File: src/rtl/servo_pkg.sv
// Shared definitions for the servo arbiter: requester indices, FSM encoding
// and the single-frame slew step used by both servo channels.
package servo_pkg;

    localparam int REQ_STOP   = 0;
    localparam int REQ_MANUAL = 1;
    localparam int REQ_LINE   = 2;

    typedef enum logic [1:0] {
        ST_IDLE  = 2'd0,
        ST_RUN   = 2'd1,
        ST_FAULT = 2'd2
    } state_t;

    // Move cur toward tgt by at most step; never overshoots, so no wrap.
    function automatic logic [7:0] slew_step(input logic [7:0] cur,
                                             input logic [7:0] tgt,
                                             input logic [7:0] step);
        logic [7:0] result;
        if (tgt > cur) begin
            result = ((tgt - cur) <= step) ? tgt : cur + step;
        end else begin
            result = ((cur - tgt) <= step) ? tgt : cur - step;
        end
        return result;
    endfunction

endpackage

File: src/rtl/servo_slew.sv
// One servo channel's slew limiter: next value one step closer to target.
module servo_slew
    import servo_pkg::*;
(
    input  logic [7:0] current,
    input  logic [7:0] target,
    input  logic [7:0] step,
    output logic [7:0] next_value
);

    assign next_value = slew_step(current, target, step);

endmodule

File: src/rtl/servo_arbiter.sv
// Frame-based fixed-priority arbiter for three servo command sources with
// slew limiting, emergency bypass and a request watchdog.
//
// Handshake: req[i] is a level held by requester i; the arbiter samples it
// only in the frame_tick cycle, and ack[i] pulses for the one cycle after the
// tick in which requester i's cmd_l/cmd_r were captured.
module servo_arbiter
    import servo_pkg::*;
#(
    parameter int FRAME_TICKS    = 2000,
    parameter int SLEW_STEP      = 4,
    parameter int TIMEOUT_FRAMES = 8
) (
    input  logic       clk,
    input  logic       rst,
    input  logic [2:0] req,
    input  logic [7:0] cmd_l0,
    input  logic [7:0] cmd_l1,
    input  logic [7:0] cmd_l2,
    input  logic [7:0] cmd_r0,
    input  logic [7:0] cmd_r1,
    input  logic [7:0] cmd_r2,
    output logic [2:0] ack,
    output logic [2:0] grant,
    output logic       frame_tick,
    output logic [7:0] servo_l,
    output logic [7:0] servo_r,
    output logic       fault,
    output logic [1:0] fsm_state
);

    localparam int CW = (FRAME_TICKS > 1) ? $clog2(FRAME_TICKS) : 1;
    localparam int IW = $clog2(TIMEOUT_FRAMES + 1);

    logic [CW-1:0] frame_cnt;
    logic [IW-1:0] idle_cnt, idle_n;
    state_t        state, state_n;
    logic [7:0]    target_l, target_r, target_l_n, target_r_n;
    logic [7:0]    slew_l, slew_r, servo_l_n, servo_r_n;
    logic [2:0]    grant_n, ack_n;
    logic          fault_n, bypass;

    assign frame_tick = (frame_cnt == CW'(FRAME_TICKS - 1));
    assign fsm_state  = state;

    always_ff @(posedge clk) begin
        if (rst || frame_tick) frame_cnt <= '0;
        else                   frame_cnt <= frame_cnt + 1'b1;
    end

    always_ff @(posedge clk) begin
        if (rst) begin
            state    <= ST_IDLE;
            idle_cnt <= '0;
            target_l <= '0;
            target_r <= '0;
            grant    <= '0;
            ack      <= '0;
            fault    <= 1'b0;
            servo_l  <= '0;
            servo_r  <= '0;
        end else begin
            state    <= state_n;
            idle_cnt <= idle_n;
            target_l <= target_l_n;
            target_r <= target_r_n;
            grant    <= grant_n;
            ack      <= ack_n;
            fault    <= fault_n;
            servo_l  <= servo_l_n;
            servo_r  <= servo_r_n;
        end
    end

    always_comb begin
        state_n    = state;
        idle_n     = idle_cnt;
        target_l_n = target_l;
        target_r_n = target_r;
        grant_n    = grant;
        ack_n      = '0;
        fault_n    = fault;
        bypass     = 1'b0;
        if (frame_tick) begin
            if (req != 3'b000) begin
                grant_n = '0;
                if (req[REQ_STOP]) begin
                    grant_n[REQ_STOP] = 1'b1;
                    target_l_n        = cmd_l0;
                    target_r_n        = cmd_r0;
                    bypass            = 1'b1;
                end else if (req[REQ_MANUAL]) begin
                    grant_n[REQ_MANUAL] = 1'b1;
                    target_l_n          = cmd_l1;
                    target_r_n          = cmd_r1;
                end else begin
                    grant_n[REQ_LINE] = 1'b1;
                    target_l_n        = cmd_l2;
                    target_r_n        = cmd_r2;
                end
                ack_n   = grant_n;
                state_n = ST_RUN;
                fault_n = 1'b0;
                idle_n  = '0;
            end else begin
                grant_n = '0;
                idle_n  = (idle_cnt == IW'(TIMEOUT_FRAMES)) ? idle_cnt : idle_cnt + 1'b1;
                // Saturated idle count keeps FAULT sticky until a request arrives.
                if (idle_n == IW'(TIMEOUT_FRAMES)) begin
                    state_n    = ST_FAULT;
                    fault_n    = 1'b1;
                    target_l_n = '0;
                    target_r_n = '0;
                end else begin
                    state_n = ST_IDLE;
                end
            end
        end
    end

    servo_slew u_slew_l (
        .current    (servo_l),
        .target     (target_l_n),
        .step       (8'(SLEW_STEP)),
        .next_value (slew_l)
    );

    servo_slew u_slew_r (
        .current    (servo_r),
        .target     (target_r_n),
        .step       (8'(SLEW_STEP)),
        .next_value (slew_r)
    );

    assign servo_l_n = !frame_tick ? servo_l : (bypass ? cmd_l0 : slew_l);
    assign servo_r_n = !frame_tick ? servo_r : (bypass ? cmd_r0 : slew_r);

endmodule

File: config.mk
export PLATFORM = sky130hd
export DESIGN_NAME = servo_arbiter
export DESIGN_NICKNAME = d
export VERILOG_FILES = /design/src/rtl/servo_pkg.sv /design/src/rtl/servo_slew.sv /design/src/rtl/servo_arbiter.sv
export SDC_FILE = /design/constraint.sdc
export NUM_CORES = 1
export LEC_CHECK = 0
export CAP_MARGIN = 30
export CELL_PAD_IN_SITES_DETAIL_PLACEMENT = 1
export CELL_PAD_IN_SITES_GLOBAL_PLACEMENT = 2
export CORE_ASPECT_RATIO = 0.9
export CORE_MARGIN = 3
export CORE_UTILIZATION = 28
export DETAILED_ROUTE_END_ITERATION = 8
export PLACE_DENSITY = 0.83
export SYNTH_ARGS = -nofsm -noshare
export SYNTH_HDL_FRONTEND = slang
export SYNTH_SLANG_ARGS = --single-unit
File: constraint.sdc
create_clock -name clk -period 4.7 [get_ports clk]
set_input_delay 0.94 -clock clk [delete_from_list [all_inputs] [get_ports clk]]
set_output_delay 0.94 -clock clk [all_outputs]
set_load 0.02 [all_outputs]
==> flow_summary.ini <==
[layout]
finalNetCount = 892
finalNonFillerCells = 1018
nFillCells = 1938
multiInputGateArea_sq_um = 3540
area_growth_syn_to_layout_pct = 51.81
fin_area_sq_um = 7087
drive_above_1_share = 0.2639
regArea_sq_um = 1125
antenna_cells = 0

[timing]
max_freq_mhz = 217.2
tns_ns = 0
relSlewSlack = 0.5517
slew_viol_final = 0
post-route-min-period_ns = 4.604
setup_viol = 0
skew_ns = 0.01001
hold_viol = 0
worst_pin_slew_ns = 0.6674
holdWs_ns = 0.4587
post-route-period-util = 0.9796

[synthesis]
synth_area_leaders = dfxtp_1 24%, ha_1 7.8%, a21oi_1 4.9%
synth_top_family_by_area = compound AO/OA/AOI/OAI gates
synthMuxAreaShare = 0.04610
synth-seq-cells = 56
yosys.area_share.simple = 0.2383
synth_area_sq_um = 4668
synth_edf_count = 0
synth_adder_area_share = 0.07773
synth_xor_area_frac = 0.04128
yosys-top-cells-count = 56 x dfxtp_1, 56 x nor2_1, 46 x a21oi_1, 46 x nand2_1, 40 x inv_1
synth_compound_area_frac = 0.3002
syn_nets = 695
synth_top_area_share = 0.2402
yosysWarnings = 0
synth.avg_cell_area_sq_um = 7.615
synth_cell_types = 73
netlist_instances = 613
synth_flop_cell = dfxtp_1
yosysSeqAreaShare = 0.2402
ys_async_sr_fraction = 0
yosys.area.top_type = dfxtp_1

[global_routing]
antenna_found_initial = 1
gr-total-overflow = 0
track_usage = 0.2238
first_global_vias = 5955
grt_max_degree = 40
grt_pass1_wl_mm = 32.86

[critical_path]
cp-endpoint = servo_r[4]$_SDFFE_PP0N_
start_kind = input port
r2r_cells = 21
cp.required_ns = 4.92
cp.arrival_ns = 4.83
cp_max_fo = 6
crit_type = in2reg
regToRegSetupSlack_ns = 0.14
timing.rr.end = servo_r[4]$_SDFFE_PP0N_
timing.rr.start = idle_cnt[0]$_SDFFE_PP0N_
startpoint = req[2]
cp-end-kind = flip-flop

[drt]
viasPerCell = 5.492
first_pass_iters = 4
post-route-drc-count = 0
drt-wirelength-per-cell_microns = 20.68
wirelength_mm = 21.05
vias = 5591
drtIter0Drc = 312
drtAntennaViolNets = 0

[floorplanning]
row_count = 44
ioPinCount = 79
chipWidth_microns = 142.1
core_area_sq_um = 16240
die_h_microns = 128.5
start_util = 0.2874
dieArea_sq_um = 18260

[placed_design]
place.gp.congestion = 0.9374
dpl.cell_count = 1004
place_hpwl_mm = 16.42
place_area_sq_um = 6619
numPortBuffers = 78

[power]
p_per_area_nw_per_um2 = 142.6
vdd_drop_max_uv = 137.4
p_total_mw = 1.011
leakage_nw = 2.938

[min_path]
hold_path.class = reg2reg

[run]
drv_cap = 0

[clock_tree]
cts_buffers = 5
cts_tree = done
cts_hold_buf = 0
cts_buffer_depth = 2
clock_latency_ns = 0.30
clkSinkCount = 56
htree_levels = 2
cts-root-buf = clkbuf_16
path_clk_slew_ns = 0.08

[outcome]
status = complete, no violations
==> registers in the layout, indices dropped and copies added, names as in the netlist <==
signal and count:
ack 3, fault 1, frame_cnt 11, fsm_state 2
grant 3, idle_cnt 4, servo_l 8, servo_r 8
target_l 8, target_r 8
==> cell families after synthesis <==
group / count (synthesis)
adders and majority gates: 29
DFF: 56
buffers and inverters: 69
xor gates and xnor gates: 22
and+or+nand+nor: 222
muxes: 21
AOI/OAI and AO/OA: 194
==> worst max-delay path, cell delays in order <==
cell and delay (ns):
clkdlybuf4s50_1 0.52, buf_4 0.20, nand3b_1 0.10, a21oi_2 0.18, mux2i_2 0.10, and2_1 0.18
inv_1 0.06, ha_1 0.23, nor2b_2 0.17, nor2_2 0.14, mux2_2 0.34, a221o_1 0.34
a211oi_4 0.29, buf_4 0.17, buf_4 0.13, nand2b_1 0.14, o221a_2 0.21, a2111oi_2 0.04
a21boi_2 0.16, nor3_1 0.16
==> through the flow <==
step / setup slack, ns / utilization
6_report: 0.09578 / 0.4364
5_1_grt: -0.08789 / 0.4364
4_1_cts: 0.03434 / 0.4237
3_5_place_dp: -0.7547 / 0.4076
3_3_place_gp: -0.6776 / 0.4076
2_1_floorplan: 0.07028 / -
==> cells in the final DEF, fill, tap and decap left out, types with 5 or more instances in the layout <==
cell type | Yosys | final
a21oi_2 | 1 | 6
o31ai_1 | 7 | 7
mux2i_1 | 17 | 16
xnor2_1 | 17 | 17
nor2b_1 | 14 | 11
a31oi_1 | 6 | 6
and2_1 | 6 | 6
dfxtp_1 | 56 | 55
nand4_1 | 5 | 5
inv_1 | 40 | 40
o21a_1 | 5 | 5
o21ai_0 | 30 | 26
clkdlybuf4s50_1 | 0 | 76
xor2_1 | 5 | 5
nand3_1 | 27 | 27
a22oi_1 | 8 | 5
nand2_1 | 46 | 45
a211oi_1 | 7 | 6
nand2b_1 | 9 | 9
buf_4 | 0 | 136
o211ai_1 | 8 | 8
a21oi_1 | 46 | 41
and3_1 | 7 | 7
nor2_1 | 56 | 53
clkbuf_16 | 0 | 5
ha_1 | 29 | 28
a211o_1 | 7 | 7
or2_2 | 5 | 5
nand3b_1 | 7 | 7
nor3_1 | 23 | 22
a21o_1 | 12 | 12
==> final cells by class <==
| class | instances | area share |
|---|---|---|
| clock buffers | 5 | 0.01766 |
| well taps | 207 | 0.03655 |
| inverters | 41 | 0.02189 |
| flip-flops and latches | 56 | 0.1587 |
| multi-input cells | 488 | 0.4995 |
| repair buffers | 218 | 0.2622 |
| clock inverters | 3 | 0.003531 |
==> worst min-delay path by stage <==
stage,from,to,slack (ns),depth (start not counted)
2_1_floorplan,frame_cnt[0]$_SDFF_PP0_,frame_cnt[0]$_SDFF_PP0_,0.41,1
3_3_place_gp,frame_cnt[0]$_SDFF_PP0_,frame_cnt[0]$_SDFF_PP0_,0.42,1
3_5_place_dp,frame_cnt[0]$_SDFF_PP0_,frame_cnt[0]$_SDFF_PP0_,0.44,1
4_1_cts,frame_cnt[0]$_SDFF_PP0_,frame_cnt[0]$_SDFF_PP0_,0.45,1
5_1_grt,grant[2]$_SDFFE_PP0N_,grant[2]$_SDFFE_PP0N_,0.48,1
6_report,grant[1]$_SDFFE_PP0N_,grant[1]$_SDFFE_PP0N_,0.46,1
==> routing by layer <==
layer  vias to the layer above  part of all wire  GRT usage  wire, microns
met3                        28             0.055    0.03382           1152
met4                         0             0.018    0.04515            380
met1                      2740              0.45     0.3066           9528
met2                       170              0.47     0.3750           9992
met5                         -                 0          0              0
li1                       2653                 -          -              -
==> repair_timing <==
item                       CTS  global route
resized for setup           23            44
pin swaps                    2            12
setup endpoints to repair   16            16
buffers inserted             3             3
==> where the power goes <==
part | internal, mW | leakage (nW) | switching (mW)
Clock | 0.203 | 0.0708 | 0.200
Combinational | 0.0698 | 2.41 | 0.0614
Sequential | 0.475 | 0.452 | 0.00145
Note: power is estimated with default switching activity, not from simulation.
